<file path="src/rtl/cod_pkg.sv">
// cod_pkg: shared FSM state encoding and default RAM geometry for the sequence-generator datapath
package cod_pkg;
    typedef enum logic [2:0] {IDLE, ISSUE, WAIT, HOLD, DONE} state_t;
    localparam int COD_ADDR_W = 6;
    localparam int COD_DATA_W = 32;
endpackage

</file>
<file path="src/rtl/seq_check.sv">
// seq_check: verifies each read-back word follows word[i] = word[i-1] + word[i-2] mod 2^DATA_W
//  clk, rst        clock, synchronous active-high reset
//  clr             accepted start; clears history and error
//  cap             a word is being captured this cycle
//  data, addr      captured word and its RAM address
//  err, err_addr   sticky mismatch flag and first failing address
module seq_check #(
    parameter int ADDR_W = 6,
    parameter int DATA_W = 32
) (
    input  logic              clk,
    input  logic              rst,
    input  logic              clr,
    input  logic              cap,
    input  logic [DATA_W-1:0] data,
    input  logic [ADDR_W-1:0] addr,
    output logic              err,
    output logic [ADDR_W-1:0] err_addr
);
    logic [DATA_W-1:0] h1, h2;
    logic [1:0] n;
    logic mis;
    // n counts captured words up to 2; the recurrence only applies once two predecessors exist
    assign mis = (n == 2'd2) && (data != DATA_W'(h1 + h2));
    always_ff @(posedge clk) begin
        if (rst || clr) begin
            h1       <= '0;
            h2       <= '0;
            n        <= '0;
            err      <= 1'b0;
            err_addr <= '0;
        end else if (cap) begin
            h2 <= h1;
            h1 <= data;
            n  <= (n == 2'd2) ? n : n + 2'd1;
            if (mis && !err) begin
                err      <= 1'b1;
                err_addr <= addr;
            end
        end
    end
endmodule

</file>
<file path="src/rtl/ram_readback_seq.sv">
// ram_readback_seq: scans a RAM address window and streams each word out on a valid/ready port
//  clk, rst              clock, synchronous active-high reset
//  start                 begin a scan (accepted only when idle)
//  busy, done            scan in progress / one-cycle completion pulse
//  ram_addr, ram_dout    RAM read address (registered) and data (1-cycle latency)
//  out_data, out_addr    streamed word and its source address
//  out_valid, out_ready  stream handshake
//  err, err_addr         sequence-check failure and first failing address
// Optional: define READBACK_CHECK_EN to build the Fibonacci-recurrence checker; otherwise err/err_addr are 0.
module ram_readback_seq
    import cod_pkg::*;
#(
    parameter int                ADDR_W     = COD_ADDR_W,
    parameter int                DATA_W     = COD_DATA_W,
    parameter logic [ADDR_W-1:0] START_ADDR = '0,
    parameter int                COUNT      = 30
) (
    input  logic              clk,
    input  logic              rst,
    input  logic              start,
    output logic              busy,
    output logic              done,
    output logic [ADDR_W-1:0] ram_addr,
    input  logic [DATA_W-1:0] ram_dout,
    output logic [DATA_W-1:0] out_data,
    output logic [ADDR_W-1:0] out_addr,
    output logic              out_valid,
    input  logic              out_ready,
    output logic              err,
    output logic [ADDR_W-1:0] err_addr
);
    localparam int CNT_W = $clog2(COUNT + 1);
    state_t state, nxt;
    logic [CNT_W-1:0] cnt;
    logic accept, cap, xfer, last;
    assign accept = (state == IDLE) && start;
    assign cap    = (state == WAIT);
    assign xfer   = (state == HOLD) && out_valid && out_ready;
    // the word counter, not the address, decides the end so the address may wrap mid-scan
    assign last   = (cnt == CNT_W'(COUNT - 1));
    assign busy   = (state == ISSUE) || (state == WAIT) || (state == HOLD);
    assign done   = (state == DONE);
    always_comb begin
        nxt = state;
        case (state)
            IDLE:    nxt = start ? ISSUE : IDLE;
            ISSUE:   nxt = WAIT;
            WAIT:    nxt = HOLD;
            HOLD:    nxt = xfer ? (last ? DONE : ISSUE) : HOLD;
            DONE:    nxt = IDLE;
            default: nxt = IDLE;
        endcase
    end
    always_ff @(posedge clk) begin
        if (rst) begin
            state     <= IDLE;
            ram_addr  <= START_ADDR;
            cnt       <= '0;
            out_valid <= 1'b0;
            out_data  <= '0;
            out_addr  <= '0;
        end else begin
            state <= nxt;
            if (cap) begin
                out_data  <= ram_dout;
                out_addr  <= ram_addr;
                out_valid <= 1'b1;
            end
            if (xfer) begin
                out_valid <= 1'b0;
                if (!last) begin
                    ram_addr <= ADDR_W'(ram_addr + 1'b1);
                    cnt      <= CNT_W'(cnt + 1'b1);
                end
            end
            if (state == DONE) begin
                ram_addr <= START_ADDR;
                cnt      <= '0;
            end
        end
    end
`ifdef READBACK_CHECK_EN
    seq_check #(.ADDR_W(ADDR_W), .DATA_W(DATA_W)) u_chk (
        .clk      (clk),
        .rst      (rst),
        .clr      (accept),
        .cap      (cap),
        .data     (ram_dout),
        .addr     (ram_addr),
        .err      (err),
        .err_addr (err_addr)
    );
`else
    assign err      = 1'b0;
    assign err_addr = '0;
    logic unused;
    assign unused = accept;
`endif
endmodule

</file>
<file path="config.mk">
export PLATFORM = sky130hd
export DESIGN_NAME = ram_readback_seq
export DESIGN_NICKNAME = d
export VERILOG_FILES = /design/src/rtl/cod_pkg.sv /design/src/rtl/seq_check.sv /design/src/rtl/ram_readback_seq.sv
export SDC_FILE = /design/constraint.sdc
export NUM_CORES = 1
export LEC_CHECK = 0
export BUFFER_PORTS_ARGS = -buffer_cell sky130_fd_sc_hd__buf_2
export CAP_MARGIN = 25
export CORE_MARGIN = 2
export CORE_UTILIZATION = 25
export CTS_BUF_LIST = sky130_fd_sc_hd__clkbuf_8
export CTS_CLUSTER_DIAMETER = 150
export CTS_CLUSTER_SIZE = 10
export DETAILED_ROUTE_END_ITERATION = 10
export GPL_ROUTABILITY_DRIVEN = 0
export PLACE_DENSITY = 0.44
export SETUP_SLACK_MARGIN = 0.1
export SYNTH_ARGS = -nofsm -noshare
export SYNTH_HDL_FRONTEND = slang
export SYNTH_SLANG_ARGS = --single-unit
</file>
<file path="constraint.sdc">
create_clock -name clk -period 2.5 [get_ports clk]
set_input_delay 0 -clock clk [delete_from_list [all_inputs] [get_ports clk]]
set_output_delay 0 -clock clk [all_outputs]
set_load 0.03 [all_outputs]
</file>
==> results of run 1 <==
==> timing repair <==
item	in CTS	in global routing
endpoints found under the setup margin	0	0
hold buffers	32	0
hold endpoints to repair	32	0
setup buffers	0	0
==> cells in the final DEF (no fill, tap or decap), types with 6 or more instances in the layout <==
cell type,count
buf_2,82
nand2_1,76
mux2i_1,10
or3b_2,10
nand3b_1,11
dlygate4sd3_1,32
nor4_1,6
a21oi_1,39
conb_1,7
dfxtp_1,53
==> worst max-delay path: cells and delay by family, from the launching register on <==
family	cells	cell delay, ns
buffers and inverters	2	0.29
DFF	1	0.53
and+or+nand+nor	1	0.68
==> flip-flops by register name, summed over array words and instances, names as in the netlist <==
signal / cells
cnt: 5
out_addr: 6
out_data: 32
out_valid: 1
ram_addr: 6
state: 3
==> path summary, 6_finish.rpt <==
kind | start | end | slack [ns] | cells after the start
max | state[2]$_SDFF_PP0_ | done | 0.69 | 3
min | start | state[0]$_SDFF_PP0_ | 0.03 | 3
max reg2reg | state[0]$_SDFF_PP0_ | cnt[4]$_SDFFE_PP0P_ | 0.75 | 3
min reg2reg | out_data[6]$_SDFFE_PP0P_ | out_data[6]$_SDFFE_PP0P_ | 0.45 | 2
==> final cells by class <==
cell class	count	area, sq um	area share (%)
well taps	108	135	4.37
clock buffers	5	68.8	2.23
inverters	3	11.3	0.364
clock inverters	3	17.5	0.567
multi-input cells	187	1040	33.5
flip-flops and latches	53	1060	34.3
repair buffers	118	761	24.6
==> logic make-up after synthesis <==
kind of cell | Yosys count | share of synthesized area (%)
AO/OA/AOI/OAI | 44 | 10.5
adder cells (fa/ha/maj) | 3 | 1.68
buffers and inverters | 30 | 7.55
flip-flops | 53 | 47.4
multiplexers | 10 | 4.47
other | 1 | 0.168
AND/OR/NAND/NOR | 123 | 28.2
==> power by group through the flow <==
stage | Sequential [mW] | Combinational [mW] | Clock, mW
after floorplan | 0.986 | 0.136 | 0
after global placement | 0.921 | 0.282 | 0
after detailed placement | 0.922 | 0.285 | 0
after CTS | 0.903 | 0.323 | 0.520
after global routing | 0.909 | 0.350 | 0.556
final | 0.902 | 0.319 | 0.491
==> routing by layer <==
layer	share of wire, %	wire length [microns]	global-route usage (%)	up-vias
met2	46	2710	18.8	53
met4	0.98	57	3.48	0
li1	-	-	-	1079
met5	0	0	0	-
met1	48	2820	16.0	952
met3	4.3	254	2.20	5
==> stage by stage <==
stage | area (sq um) | power [mW] | worst slack [ns] | cells
after floorplan | 2260 | 1.12 | 0.974 | 270
after global placement | 2690 | 1.20 | 0.849 | 437
after detailed placement | 2690 | 1.21 | 0.776 | 437
after CTS | 3090 | 1.75 | 0.664 | 477
after global routing | 3090 | 1.81 | 0.581 | 477
final | 3090 | 1.71 | 0.695 | 477
==> impl_metrics.ini, run 1 <==
[power]
pwr-share-seq_pct = 52.7
clkPwrFrac_pct = 28.7
switchingPower_mw = 0.514
p_int_mw = 1.20
power_density_mw_per_mm2 = 554
leakagePower_nw = 1.31
p_comb_share_pct = 18.6
ir_worst_vdd_mv = 0.199
p_sw_share_pct = 30.0

[logic_synthesis]
synth_cell_types = 30
synth_async_sr_flop_share_pct = 0
netlist_area_sq_mm = 0.00224
syn_inst = 264
synth_top_cell_by_area = dfxtp_1
synth_common_cells = 76 x nand2_1, 53 x dfxtp_1, 39 x a21oi_1
synth_ff_type = dfxtp_1
ys_ff_latch = 53
synth_top_area_share_pct = 47.4
yosys_warnings = 0
synth-edff-count = 0
ys_seq_area_share_pct = 47.4
synth_area_leaders = dfxtp_1 47%, nand2_1 13%, a21oi_1 8.7%
avgSynthCellArea_sq_um = 8.48
yosysMostFrequentCell = nand2_1

[drt]
drtPass1Iterations = 4
drt_iter0_drc = 67
drt_wl_total_microns = 5840
via_per_inst = 4.38
wl_per_cell_microns = 12.3
drc = 0
antenna_left = 0
vias = 2089

[finish]
drive_gt1_share_pct = 28.7
utilization_pct = 35.5
antennaDiodeCount = 0
syn_to_final_growth_pct = 38.1
fill_cells = 941
nNetsFinal = 407

[sta]
max_clock_freq_mhz = 554
hold_viol = 0
slew_viol_final = 0
finalCritPeriodShare_pct = 72.2
rsz0062_at_grt = no
fin_crit_ns = 1.81
timing.setup.tns_ns = 0
whs_ns = 0.0274
tightest_slew_ns = 0.807
setup_viol = 0
slew_headroom_pct = 46.2
finClkSkew_ns = 0.00982

[setup_path]
worst_path_max_delay_cell = or3b_2
critPathCaptureType = output pin
critPathMaxStageDelay_ns = 0.68
critical_path_arrival_ns = 1.81
cp_cell_sequence = or3b_2 -> inv_1 -> buf_2
cp-start-kind = register
cp_data_required_time_ns = 2.50
worstSetupPathType = reg -> out
path_max_fanout = 21

[clock_network]
cts_tree = done
cts_inserted_buffers = 5
htree_levels = 2
clock-sinks = 53
cts.path.max_buffers = 2
post_cts_resize_count = 0
insertion_delay_ns = 0.31
clockRootBuffer = clkbuf_8
clk_pin_slew_ns = 0.10

[flow_run]
cap_violations = 0

[global_routing]
grt_max_degree = 49
grt-ovfl-total = 0
grt_pass1_wl_microns = 9400
grtUsageTotal_pct = 11.7
antenna_found_initial = 0
grt_pass1_vias = 1906

[hold_path]
hold_class = in -> reg

[floorplan]
rows = 34
ios = 90
core_area_sq_mm = 0.00872
die_width_microns = 98.6
initial_core_util_pct = 25.7
die-area_sq_mm = 0.00973
die_y_microns = 98.6

[placed_design]
dp.final_hpwl_microns = 3700
io_buffers = 82

[outcome]
status = finished, final reports clean
(Power assumes the default switching activity.)
==> run 2, diff against run 1 <==
PLACE_DENSITY = 0.46   (was 0.44)
clock period = 1.65 ns   (was 2.5 ns; I/O delays follow)
==> run 2 against run 1 <==
Net effect: combinational power increased by 61%; sequential share of layout area down 1.8 points; non-clock buffer count up 9; clock skew barely moved; critical path type unchanged; highest routed layer is now met3.
==> impl_metrics.ini, run 2 (synthesis results as in run 1) <==
[outcome]
status = finished, final reports clean

[setup_path]
critical_path_arrival_ns = 1.48
cp-start-kind = register
worstSetupPathType = reg -> out
rrSetupSlack_ns = 0.19
path_max_fanout = 21
cp_cell_sequence = or3b_4 -> inv_1 -> buf_2
reg2reg_depth = 3
critPathCaptureType = output pin
critPathMaxStageDelay_ns = 0.51
worst_path_max_delay_cell = or3b_4
cp_data_required_time_ns = 1.65

[power]
p_int_mw = 1.99
switchingPower_mw = 0.795
p_sw_share_pct = 28.5
ir_worst_vdd_mv = 0.432
p_comb_share_pct = 18.4
power_density_mw_per_mm2 = 855
pwr-share-seq_pct = 49.0
clkPwrFrac_pct = 32.6
leakagePower_nw = 1.37

[sta]
slew_headroom_pct = 52.1
timing.setup.tns_ns = 0
rsz0062_at_grt = yes
slew_viol_final = 0
whs_ns = 0.141
finClkSkew_ns = 0.00958
fin_crit_ns = 1.48
hold_viol = 0
tightest_slew_ns = 0.719
max_clock_freq_mhz = 677
finalCritPeriodShare_pct = 89.6
setup_viol = 0

[global_routing]
grt_max_degree = 45
grtUsageTotal_pct = 12.0
grt_pass1_wl_microns = 9780
antenna_found_initial = 0
grt_pass1_vias = 2153
grt-ovfl-total = 0

[drt]
antenna_left = 0
drtPass1Iterations = 4
drc = 0
drt_iter0_drc = 65
vias = 2165
drt_wl_total_microns = 5900
via_per_inst = 4.45
wl_per_cell_microns = 12.1

[clock_network]
htree_levels = 2
clk_pin_slew_ns = 0.10
cts.path.max_buffers = 2
cts_inserted_buffers = 5
insertion_delay_ns = 0.31
clock-sinks = 53
clockRootBuffer = clkbuf_8
cts_tree = done

[floorplan]
die_width_microns = 98.6
die-area_sq_mm = 0.00973
die_y_microns = 98.6
ios = 90
core_area_sq_mm = 0.00872
rows = 34
initial_core_util_pct = 25.7

[finish]
mostFrequentLayoutCells = 82 x buf_2, 76 x nand2_1, 53 x dfxtp_1
antennaDiodeCount = 0
largest_reg_flops = 32
drive_gt1_share_pct = 32.3
syn_to_final_growth_pct = 45.7
layout_commonest_cell = buf_2
nNetsFinal = 416
regMostFlops = out_data
reg_top3 = out_data (32), out_addr (6), ram_addr (6)

[hold_path]
hold_path_depth = 4
hold_class = in -> reg

[flow_run]
cap_violations = 0

[placed_design]
io_buffers = 82
dp.final_hpwl_microns = 3740
-- run 2: cell count changes in the layout (fill, tap and decap cells not counted), moves of 2 or more --
cell     previous run  this run
buf_4               4        11
nor4_1              6         2
nor4_2              0         3
nor4b_1             2         0
-- run 2: area by class of cell --
type                       instances  area [sq um]
clock inverter                     3          43.8
multi-input combinational        187          1100
tap                              108           135
sequential                        53          1060
fill                             915          5460
clock buffer                       5          68.8
inverter                           3          11.3
timing repair buffer             127           843
-- run 2: per-stage QoR --
step / utilization, % / cells / setup WS, ns / area [sq um] / power [mW]
2_1_floorplan: - / 270 / 0.124 / 2260 / 1.70
3_3_place_gp: 31.6 / 445 / 0.152 / 2760 / 1.84
3_5_place_dp: 31.6 / 445 / 0.0798 / 2760 / 1.85
4_1_cts: 36.8 / 486 / 0.0993 / 3210 / 2.83
5_1_grt: 37.4 / 486 / 0.0711 / 3260 / 2.94
6_report: 37.4 / 486 / 0.172 / 3260 / 2.79
-- run 2: routing by layer --
metal / vias up / routed length (microns) / share of wire (%) / GRT usage [%]
met5: - / 0 / 0 / 0
met4: 0 / 0 / 0 / 3.58
met3: 0 / 261 / 4.4 / 2.70
met2: 57 / 2860 / 48 / 20.3
met1: 1007 / 2780 / 47 / 15.3
li1: 1101 / - / - / -
-- run 2: final timing paths --
kind                             start                        end
max                state[0]$_SDFF_PP0_                       done
min                          out_ready        state[2]$_SDFF_PP0_
max reg2reg        state[0]$_SDFF_PP0_   ram_addr[4]$_SDFFE_PP0P_
min reg2reg  out_data[10]$_SDFFE_PP0P_  out_data[10]$_SDFFE_PP0P_
-- run 2: timing repair --
| item | CTS | global route |
|---|---|---|
| setup endpoints to repair | 10 | 9 |
| hold endpoints to repair | 33 | 0 |
| setup buffers | 0 | 0 |
| hold buffers | 33 | 0 |
| gates resized for setup | 2 | 9 |
| pin swaps | 0 | 1 |
-- run 2: power groups by stage --
| stage | sequential (mW) | combinational, mW | clock [mW] |
|---|---|---|---|
| final | 1.36 | 0.514 | 0.908 |
| after global routing | 1.37 | 0.562 | 1.00 |
| after CTS | 1.36 | 0.514 | 0.953 |
| after detailed placement | 1.39 | 0.454 | 0 |
| after global placement | 1.39 | 0.452 | 0 |
| after floorplan | 1.49 | 0.206 | 0 |
-- run 2: critical path: cells and delay by family (launching register included) --
kind | cells | cell delay (ns)
and+or+nand+nor | 1 | 0.51
buffers and inverters | 2 | 0.27
DFF | 1 | 0.39
==> run 3, diff against run 2 <==
SETUP_SLACK_MARGIN = 0.2   (was 0.1)
==> run 3 against run 2 <==
Net effect: die area is the same; count of clock-buffer cells in the layout is the same; design area grew 2.0%; via count shrank 1.4%; total power shrank 4.3%; hold slack gained 0.046 ns; core utilization grew 0.76 points; clock power shrank 15%; setup slack gained 0.018 ns; sequential power is essentially flat; sequential share of layout area shrank 0.23 points; routed wire length grew 0.29%; largest power group unchanged.
==> impl_metrics.ini, run 3 (synthesis results as in run 1) <==
[outcome]
status = finished, final reports clean

[finish]
syn_to_final_growth_pct = 48.6
nNetsFinal = 420
largest_reg_flops = 32
utilization_pct = 38.1
mostFrequentLayoutCells = 82 x buf_2, 76 x nand2_1, 46 x dfxtp_1
design_area_sq_mm = 0.00333
layout_commonest_cell = buf_2
reg_top3 = out_data (32), out_addr (6), ram_addr (6)
regMostFlops = out_data
antennaDiodeCount = 0
drive_gt1_share_pct = 35.6

[floorplan]
initial_core_util_pct = 25.7
rows = 34
die_width_microns = 98.6
core_area_sq_mm = 0.00872
ios = 90
die-area_sq_mm = 0.00973
die_y_microns = 98.6

[clock_network]
cts_tree = done
clockRootBuffer = clkbuf_8
htree_levels = 2
insertion_delay_ns = 0.31
clock-sinks = 53
cts_inserted_buffers = 5
clk_pin_slew_ns = 0.10
cts.path.max_buffers = 2

[drt]
routed.top_layer = met4
drc = 0
wl_per_cell_microns = 12.1
drt_wl_total_microns = 5910
wl_met1_microns = 2880
route.met2.wl_microns = 2700
wl_met3_microns = 316
drt_iter0_drc = 83
antenna_left = 0
vias = 2134
drtPass1Iterations = 4
via_per_inst = 4.36

[setup_path]
cp-start-kind = register
crit_family = simple AND/OR/NAND/NOR gates
critPathMaxStageDelay_ns = 0.48
reg2reg_depth = 4
path_buf_inv = 0
path_depth = 4
worst_path_max_delay_cell = or4_1
cp_cell_sequence = ha_2 -> nand3_1 -> or4_1 -> o211a_1
critPathCaptureType = register
cp_data_required_time_ns = 1.86
worstSetupPathType = reg -> reg
critical_path_arrival_ns = 1.67
path_max_fanout = 4

[flow_run]
cap_violations = 0

[power]
ir_worst_vdd_mv = 0.379
p_int_mw = 1.85
p_comb_share_pct = 19.7
leakagePower_nw = 1.38
pwr-share-seq_pct = 51.2
power_density_mw_per_mm2 = 802
p_sw_share_pct = 30.5
switchingPower_mw = 0.813
totalPowerFinal_mw = 2.67
clkPwrFrac_pct = 29.0

[hold_path]
hold_class = in -> reg
hold_path_depth = 4

[sta]
slew_headroom_pct = 48.8
hold_viol = 0
rsz0062_at_grt = yes
slew_viol_final = 0
setup_viol = 0
finClkSkew_ns = 0.0107
timing.setup.tns_ns = 0
tightest_slew_ns = 0.768
fin_crit_ns = 1.46
whs_ns = 0.186
max_clock_freq_mhz = 685
finalCritPeriodShare_pct = 88.5

[placed_design]
io_buffers = 82
place_area_sq_mm = 0.00279
dp.final_hpwl_microns = 3780

[global_routing]
grt-ovfl-total = 0
antenna_found_initial = 0
grt_pass1_vias = 1958
grt_pass1_wl_microns = 9550
grtUsageTotal_pct = 12.0
grt_max_degree = 46
[run 3: final timing paths]
kind | from | end | slack [ns]
max | cnt[0]$_SDFFE_PP0P_ | cnt[4]$_SDFFE_PP0P_ | 0.19
max reg2reg | cnt[0]$_SDFFE_PP0P_ | cnt[4]$_SDFFE_PP0P_ | 0.19
min reg2reg | out_data[26]$_SDFFE_PP0P_ | out_data[26]$_SDFFE_PP0P_ | 0.46
min | out_ready | cnt[4]$_SDFFE_PP0P_ | 0.19
[run 3: metal layers]
metal | track usage, % | up-vias
li1 | - | 1112
met5 | 0 | -
met2 | 19.0 | 53
met3 | 3.48 | 2
met1 | 16.3 | 967
met4 | 2.53 | 0
[run 3: final cells by class]
class	count	area (sq um)
clock inverters	3	26.3
multi-input cells	188	1140
flip-flops and latches	53	1070
fillers	892	5390
well taps	108	135
inverters	3	11.3
repair buffers	130	866
clock buffers	5	68.8
[run 3: worst min-delay path, delay by kind of cell]
family,cells,cell delay [ns]
compound gates,1,0.14
buf+inv,1,0.11
simple gates,2,0.22
[run 3: what timing repair did]
action,CTS,global route
resized for setup,7,10
buffers inserted,4,1
hold buffers,33,0
endpoints found under the setup margin,12,49
gates cloned,1,0
pin swaps,2,3
endpoints found under the hold margin,33,0
[run 3: stage by stage]
step	setup slack (ns)	instances
final	0.190	490
after global placement	0.108	443
after CTS	0.185	489
after detailed placement	0.0312	443
after floorplan	0.193	270
after global routing	0.161	490
[run 3: power by group through the flow]
stage / clock (mW) / sequential (mW) / combinational, mW
after detailed placement: 0 / 1.39 / 0.453
after global placement: 0 / 1.39 / 0.451
after CTS: 0.823 / 1.37 / 0.529
final: 0.775 / 1.37 / 0.527
after global routing: 0.880 / 1.38 / 0.576
after floorplan: 0 / 1.49 / 0.215
